==> src/rtl/countdown_timer.sv <==
// Down-counting HH:MM:SS timer in packed BCD, decremented once per 1 Hz tick.
// Expiry either stops in DONE or reloads the last loaded value (AUTO_RELOAD).
module countdown_timer #(
  parameter bit AUTO_RELOAD = 1'b0
) (
  input  logic        clk_sys,
  input  logic        rst,
  input  logic        tick,
  input  logic        load,
  input  logic [19:0] load_time,
  input  logic        start,
  input  logic        pause,
  input  logic        clear,
  output logic [19:0] remain_time,
  output logic        running,
  output logic        expired,
  output logic        done_pulse,
  output logic        load_err
);

  typedef enum logic [1:0] {
    IDLE  = 2'd0,
    RUN   = 2'd1,
    PAUSE = 2'd2,
    DONE  = 2'd3
  } state_t;

  state_t      state;
  state_t      state_next;
  logic [19:0] reload;
  logic [19:0] reload_next;
  logic [19:0] remain_next;
  logic [19:0] dec_time;
  logic        done_next;
  logic        err_next;

  function automatic logic time_legal(input logic [19:0] t);
    logic hour_ok;
    hour_ok = (t[19:18] < 2'd2) ? (t[17:14] <= 4'd9)
                                : ((t[19:18] == 2'd2) && (t[17:14] <= 4'd3));
    return hour_ok && (t[13:11] <= 3'd5) && (t[10:7] <= 4'd9) &&
           (t[6:4] <= 3'd5) && (t[3:0] <= 4'd9);
  endfunction

  // Borrow ripples from sec_l upward; a digit only moves when a borrow reaches it.
  function automatic logic [19:0] time_dec(input logic [19:0] t);
    logic [1:0] hh;
    logic [3:0] hl;
    logic [2:0] mh;
    logic [3:0] ml;
    logic [2:0] sh;
    logic [3:0] sl;
    logic       b;
    {hh, hl, mh, ml, sh, sl} = t;
    b = 1'b0;
    if (sl == 4'd0) begin sl = 4'd9; b = 1'b1; end else begin sl = sl - 4'd1; end
    if (b) begin
      if (sh == 3'd0) begin sh = 3'd5; end else begin sh = sh - 3'd1; b = 1'b0; end
    end
    if (b) begin
      if (ml == 4'd0) begin ml = 4'd9; end else begin ml = ml - 4'd1; b = 1'b0; end
    end
    if (b) begin
      if (mh == 3'd0) begin mh = 3'd5; end else begin mh = mh - 3'd1; b = 1'b0; end
    end
    if (b) begin
      if (hl == 4'd0) begin hl = 4'd9; hh = hh - 2'd1; end else begin hl = hl - 4'd1; end
    end
    return {hh, hl, mh, ml, sh, sl};
  endfunction

  // Next-state and next-output logic; controls resolved in clear > load > pause > start > tick order.
  always_comb begin
    state_next  = state;
    remain_next = remain_time;
    reload_next = reload;
    done_next   = 1'b0;
    err_next    = 1'b0;
    dec_time    = time_dec(remain_time);
    if (clear) begin
      state_next  = IDLE;
      remain_next = 20'd0;
    end else if (load) begin
      if (state != RUN) begin
        if (time_legal(load_time)) begin
          remain_next = load_time;
          reload_next = load_time;
          state_next  = IDLE;
        end else begin
          err_next = 1'b1;
        end
      end else begin
        state_next = state;
      end
    end else if (pause) begin
      if (state == RUN) begin
        state_next = PAUSE;
      end else begin
        state_next = state;
      end
    end else if (start) begin
      case (state)
        IDLE, PAUSE: begin
          if (remain_time != 20'd0) begin
            state_next = RUN;
          end else begin
            state_next = state;
          end
        end
        DONE: begin
          if (reload != 20'd0) begin
            remain_next = reload;
            state_next  = RUN;
          end else begin
            state_next = DONE;
          end
        end
        default: state_next = state;
      endcase
    end else if (tick && (state == RUN)) begin
      if (dec_time == 20'd0) begin
        done_next = 1'b1;
        if (AUTO_RELOAD) begin
          remain_next = reload;
        end else begin
          remain_next = 20'd0;
          state_next  = DONE;
        end
      end else begin
        remain_next = dec_time;
      end
    end else begin
      state_next = state;
    end
  end

  // State and registered outputs.
  always_ff @(posedge clk_sys) begin
    if (rst) begin
      state       <= IDLE;
      remain_time <= 20'd0;
      reload      <= 20'd0;
      running     <= 1'b0;
      expired     <= 1'b0;
      done_pulse  <= 1'b0;
      load_err    <= 1'b0;
    end else begin
      state       <= state_next;
      remain_time <= remain_next;
      reload      <= reload_next;
      running     <= (state_next == RUN);
      expired     <= (state_next == DONE);
      done_pulse  <= done_next;
      load_err    <= err_next;
    end
  end

endmodule
==> config.mk <==
export PLATFORM = sky130hd
export DESIGN_NAME = countdown_timer
export DESIGN_NICKNAME = d
export VERILOG_FILES = /design/src/rtl/countdown_timer.sv
export SDC_FILE = /design/constraint.sdc
export NUM_CORES = 1
export LEC_CHECK = 0
export BUFFER_PORTS_ARGS = -buffer_cell sky130_fd_sc_hd__buf_2
export CORE_ASPECT_RATIO = 1.25
export CORE_UTILIZATION = 45
export DETAILED_ROUTE_END_ITERATION = 10
export PLACE_DENSITY = 0.75
export SYNTH_ARGS = -nofsm -noshare
export SYNTH_HDL_FRONTEND = slang
export SYNTH_SLANG_ARGS = --single-unit
==> constraint.sdc <==
create_clock -name clk_sys -period 6.7 [get_ports clk_sys]
set_clock_uncertainty 0.05 [all_clocks]
set_input_delay 0.67 -clock clk_sys [delete_from_list [all_inputs] [get_ports clk_sys]]
set_output_delay 0.67 -clock clk_sys [all_outputs]
set_load 0.01 [all_outputs]
==> results of run 1 <==
==> cells by family (layout without fill, tap and decap cells) <==
group	after synthesis	count (layout)
multiplexers	31	31
buffers and inverters	32	68
AO/OA/AOI/OAI	88	88
flip-flops	46	46
adder cells (fa/ha/maj)	3	3
XOR/XNOR	1	1
AND/OR/NAND/NOR	161	161
==> state kept, by name (all words and copies together), names as in the netlist <==
name         flops
load_err         1
state            2
running          1
remain_time     20
reload          20
done_pulse       1
expired          1
==> final timing paths <==
kind                                 from                           end  slack, ps
min reg2reg  remain_time[19]$_SDFFE_PP0P_  remain_time[19]$_SDFFE_PP0P_        450
min          remain_time[19]$_SDFFE_PP0P_  remain_time[19]$_SDFFE_PP0P_        450
max                                  load   remain_time[4]$_SDFFE_PP0P_       3730
max reg2reg   remain_time[0]$_SDFFE_PP0P_            running$_SDFF_PP0_       3850
==> where the power goes <==
part / total, W / switching, W / internal (W)
Sequential: 0.000281 / 0.00000456 / 0.000276
Combinational: 0.0000890 / 0.0000544 / 0.0000346
Clock: 0.000255 / 0.0000957 / 0.000159
Total: 0.000625 / 0.000155 / 0.000470
==> routing by layer <==
| metal | vias to the layer above | global-route usage [%] |
|---|---|---|
| met5 | - | 0 |
| met1 | 1358 | 33.3 |
| met3 | 15 | 3.68 |
| met2 | 125 | 39.3 |
| li1 | 1402 | - |
| met4 | 0 | 8.99 |
==> cells in the mapped netlist, types with 10 or more instances <==
| cell type | n |
|---|---|
| dfxtp_1 | 46 |
| nor2_1 | 46 |
| nand2_1 | 34 |
| mux2i_1 | 27 |
| o21ai_0 | 26 |
| a21oi_1 | 24 |
| clkbuf_1 | 22 |
| nand3_1 | 12 |
| nor3_1 | 11 |
| nand2b_1 | 10 |
==> worst max-delay path, stage by stage <==
cell	delay [ps]
buf_2	570
o21ai_0	340
nor3_1	370
nand3b_1	760
a21oi_1	140
a311oi_1	270
==> placed cells by master, fill, tap and decap left out, types with 4 or more instances in the layout <==
cell and count:
buf_2 50, nor2_1 46, dfxtp_1 46, nand2_1 34
mux2i_1 27, o21ai_0 26, a21oi_1 24, nand3_1 12
nor3_1 11, nand2b_1 10, inv_1 8, a211oi_1 8
a31oi_1 7, nor4_1 6, nand4_1 6, clkbuf_8 6
nor4b_1 5, nor4_2 4, o211ai_1 4, or4_1 4
==> per-stage QoR <==
stage	cells	hold slack, ps	area (um2)	total power (W)
CTS	480	451	3250	0.000625
detailed placement	472	438	3110	0.000374
finish	480	450	3250	0.000625
global placement	472	440	3110	0.000373
global route	480	482	3250	0.000646
floorplan	362	429	2820	0.000346
==> cell type report <==
type                            count  area share [%]
Clock buffer                        6            2.54
Clock inverter                      2            1.85
Timing Repair Buffer               52            8.17
Sequential cell                    46            28.4
Tap cell                           82            3.16
Inverter                            8           0.924
Multi-Input combinational cell    284            55.0
==> results by group, run 1 <==
Yosys
  • Area leader, netlist: dfxtp_1
  • Post-synthesis sequential area ratio: 32.6%
  • Post-synth EDFFs: 0
  • Post-Syn Area: 0.00282 mm2
  • Syn nets: 392
  • Main combinational cell family by area after synthesis: simple AND/OR/NAND/NOR gates
  • Simple-gate area share of the yosys netlist: 30.7%
  • Synth Area in Compound Gates: 19.1%
  • Synth Instances: 362
  • Fraction of registers with async set/reset: 0%
  • Ranking of synthesized cells by area: dfxtp_1 (33%), mux2i_1 (9.6%), nor2_1 (6.1%)
  • Post-Synth XOR/XNOR Area: 0.310%
  • Number of synthesized register bits: 46
  • Post-synthesis mux area share: 11.3%
  • Top cell type's share of synthesized area: 32.6%
  • Mean post-synth cell area: 7.80 um2
  • Top FF cell, synth: dfxtp_1
  • YS warnings: 0
  • Unique masters post-synth: 51
  • Synth Area in Adders: 1.33%

GRT
  • Total GRT Usage: 24.7%
  • Vias in the first global route: 2,684
  • First-pass GRT wire length: 12,900 um
  • Remaining global-route overflow: 0
  • Pin count of the biggest net entering global routing: 45
  • Initial antenna violation count: 0

Run
  • Max-cap viol count: 0

Cells and area
  • Register area: 921 um2
  • Multi-input gate area: 0.00179 mm2
  • Layout area overhead: 15.0%
  • Share of layout cells above drive strength 1: 18.8%
  • Fin nets: 427
  • # fillers: 587
  • Final Util: 54.7%
  • Ant. Diodes: 0

Worst setup path
  • Startpoint types: input port
  • Worst r2r path cells: 6
  • Critical Path RT: 6860 ps
  • Crit path arrival time: 3140 ps
  • CP Max Fanout: 44
  • Critical path capture point type: flop
  • Crit path kind: input port to flop

Min path
  • Hold Path Class: flop to flop
  • Hold path cells: 2

Power
  • Peak supply drop: 0.135 mV
  • PwrDens: 192 mW/mm2
  • P_leak: 1.31 nW

Clock tree
  • Post-CTS Setup Inserts: 0
  • Clock Sinks: 46
  • CTS Buf Count: 5
  • Root buffer cell: clkbuf_8
  • Post_cts resized: 0
  • H-tree depth: 2
  • Buffer levels on the longest clock path: 2
  • # hold bufs at CTS: 0
  • Clock Latency Late Sink: 300 ps
  • CTS tree: yes
  • Worst-path clk slew: 90 ps

STA
  • Final setup vio count: 0
  • Pins Over Slew Limit: 0
  • Setup ws final: 3730 ps
  • RSZ-0062 raised after global routing: no
  • Hold Fails Final Rpt: 0
  • Fmax: 337 MHz
  • Period utilization: 44.3%
  • Slew Limit Headroom: 34.9%
  • Final TNS setup: 0 ps
  • Worst-Margin Slew: 974 ps
  • Final worst path period need: 2970 ps

Routing
  • 1st-iter DRT viols: 233
  • Detail Route met2 WL: 3740 um
  • DRT Pass-1 Iters: 5
  • WL final: 7860 um
  • Routed len/inst: 16.4 um
  • Top Metal Used: met4
  • Routed vias/inst: 6.04
  • Wl on met1: 3460 um
  • DRC Markers: 0
  • Wire length on met3: 503 um
  • Via count: 2,900
  • Final ANT Viol Nets: 0

Die
  • Starting density of the core: 47.6%
  • Die ar.: 0.00660 mm2
  • Row cnt: 31
  • Core region area: 0.00593 mm2
  • Die X: 72.9 um
  • Number of top-level pins: 51
  • Die Ht: 90.6 um

Status
  • Status: completed

Placement
  • Routability cong.: 0.861
  • DP HPWL: 5780 um
  • Port Buf Inserts: 50
  • Setup WS pre-CTS: 3460 ps
Note: power is estimated with default switching activity, not from simulation.
==> run 2, diff against run 1 <==
Settings changed: PLACE_DENSITY 0.75 to 0.77.
Clock period 6.7 ns to 2.7 ns, I/O delays scaled along.
==> run 2 against run 1 <==
- final cell count rose by 3.1%
- clock-buffer cell count fell by 1
- sequential power rose by 150%
- routed wire length rose by 3.8%
- flip-flop and latch count did not move
- die area did not move
- setup slack got worse by 3500 ps
- non-clock buffer count rose by 15
- clock power rose by 110%
- highest routed layer unchanged
==> results by group, run 2 (same netlist as run 1, synthesis figures left out) <==
Power
  • Clk pwr share: 35.9%
  • P_leak: 1.37 nW
  • Flop pwr share: 47.8%
  • Logic gate share of total power: 16.3%
  • Peak supply drop: 0.285 mV
  • Int Pwr: 0.00106 W
  • Switching Power: 0.000396 W
  • PwrDens: 437 mW/mm2
  • Net Sw Frac: 27.2%

Clock tree
  • Root buffer cell: clkbuf_8
  • # hold bufs at CTS: 0
  • Worst-path clk slew: 90 ps
  • Post-CTS Setup Inserts: 0
  • Clock Sinks: 46
  • CTS tree: yes
  • H-tree depth: 2
  • CTS Buf Count: 5
  • Buffer levels on the longest clock path: 2
  • Post_cts resized: 0
  • Clock Latency Late Sink: 300 ps

GRT
  • Vias in the first global route: 2,786
  • First-pass GRT wire length: 13,700 um
  • Pin count of the biggest net entering global routing: 35
  • Initial antenna violation count: 0
  • Total GRT Usage: 26.5%
  • Remaining global-route overflow: 0

Die
  • Die ar.: 0.00660 mm2
  • Die X: 72.9 um
  • Starting density of the core: 47.6%
  • Row cnt: 31
  • Die Ht: 90.6 um
  • Number of top-level pins: 51
  • Core region area: 0.00593 mm2

Routing
  • WL final: 8160 um
  • DRT Pass-1 Iters: 4
  • Routed vias/inst: 5.92
  • Final ANT Viol Nets: 0
  • Via count: 2,931
  • 1st-iter DRT viols: 252
  • DRC Markers: 0
  • Routed len/inst: 16.5 um

Cells and area
  • Commonest non-fill, non-tap cell in the layout: buf_2
  • Largest regs: reload x20, remain_time x20, state x2
  • Fin cells: 495
  • Layout area overhead: 18.0%
  • Commonest non-fill, non-tap cells in the layout: buf_2 (50), nor2_1 (46), dfxtp_1 (46)
  • Share of layout cells above drive strength 1: 21.8%
  • Ant. Diodes: 0
  • Final Util: 56.1%
  • Fin nets: 442

STA
  • Hold Fails Final Rpt: 0
  • Slew Limit Headroom: 64.9%
  • Fmax: 402 MHz
  • Final TNS setup: 0 ps
  • Hold_ws: 167 ps
  • Final worst path period need: 2490 ps
  • RSZ-0062 raised after global routing: no
  • Pins Over Slew Limit: 0
  • Period utilization: 92.1%
  • Worst-Margin Slew: 527 ps
  • Final setup vio count: 0

Worst setup path
  • Crit path max-delay cell type: or4_4
  • Critical path capture point type: flop
  • CP top delay family: simple AND/OR/NAND/NOR gates
  • Cells along the critical path: or4_4, or4_4, mux2_4, mux2_2, mux2i_1, a21oi_1
  • Cell repeated most along the worst path: or4_4
  • CP Max Fanout: 12
  • WP buf/inv: 0
  • Critical Path RT: 2830 ps
  • Startpoint types: flop
  • Crit path largest cell delay: 610 ps
  • Crit path arrival time: 2620 ps
  • Crit path kind: flop to flop

Run
  • Max-cap viol count: 0

Min path
  • Hold Path Class: input port to flop

Placement
  • Routability cong.: 0.932
  • Dpl cells: 487
  • DP HPWL: 6130 um
  • Port Buf Inserts: 50

Status
  • Status: completed
## run 2: tightest hold or removal path, cell delays in order
cell and delay, ps:
buf_2 90, mux2i_1 60, nor2_1 70
## run 2: power by group through the flow
stage / clock, W / sequential [W] / combinational (W)
floorplan: 0 / 0.000711 / 0.000148
finish: 0.000523 / 0.000695 / 0.000237
global route: 0.000561 / 0.000696 / 0.000260
CTS: 0.000534 / 0.000695 / 0.000235
global placement: 0 / 0.000710 / 0.000230
detailed placement: 0 / 0.000711 / 0.000233
## run 2: area by class of cell
cell class	instances	area, um2
fill	560	2600
multi-input combinational	284	1790
sequential	46	921
timing repair buffer	67	378
tap	82	103
clock buffer	5	68.8
clock inverter	3	45.0
inverter	8	30.0
## run 2: final timing paths
path / start / end / slack (ps) / depth (start not counted)
worst min register to register: remain_time[19]$_SDFFE_PP0P_ / remain_time[19]$_SDFFE_PP0P_ / 430 / 2
worst min-delay path: load_time[0] / reload[0]$_SDFFE_PP0P_ / 170 / 3
worst max-delay path: remain_time[0]$_SDFFE_PP0P_ / remain_time[15]$_SDFFE_PP0P_ / 210 / 6
worst max register to register: remain_time[0]$_SDFFE_PP0P_ / remain_time[15]$_SDFFE_PP0P_ / 210 / 6
## run 2: metrics by stage
step / setup WS (ps) / instance area [um2] / power [W]
2_1_floorplan: 230 / 2820 / 0.000859
6_report: 213 / 3330 / 0.00145
3_5_place_dp: 255 / 3220 / 0.000944
5_1_grt: 101 / 3330 / 0.00152
4_1_cts: 228 / 3330 / 0.00146
3_3_place_gp: 272 / 3220 / 0.000940
## run 2: per-layer routing
layer	GRT usage [%]	up-vias	wire length [um]
met3	4.13	11	617
met4	7.68	0	110
met1	36.3	1364	3530
met5	0	-	0
li1	-	1431	-
met2	42.4	125	3900
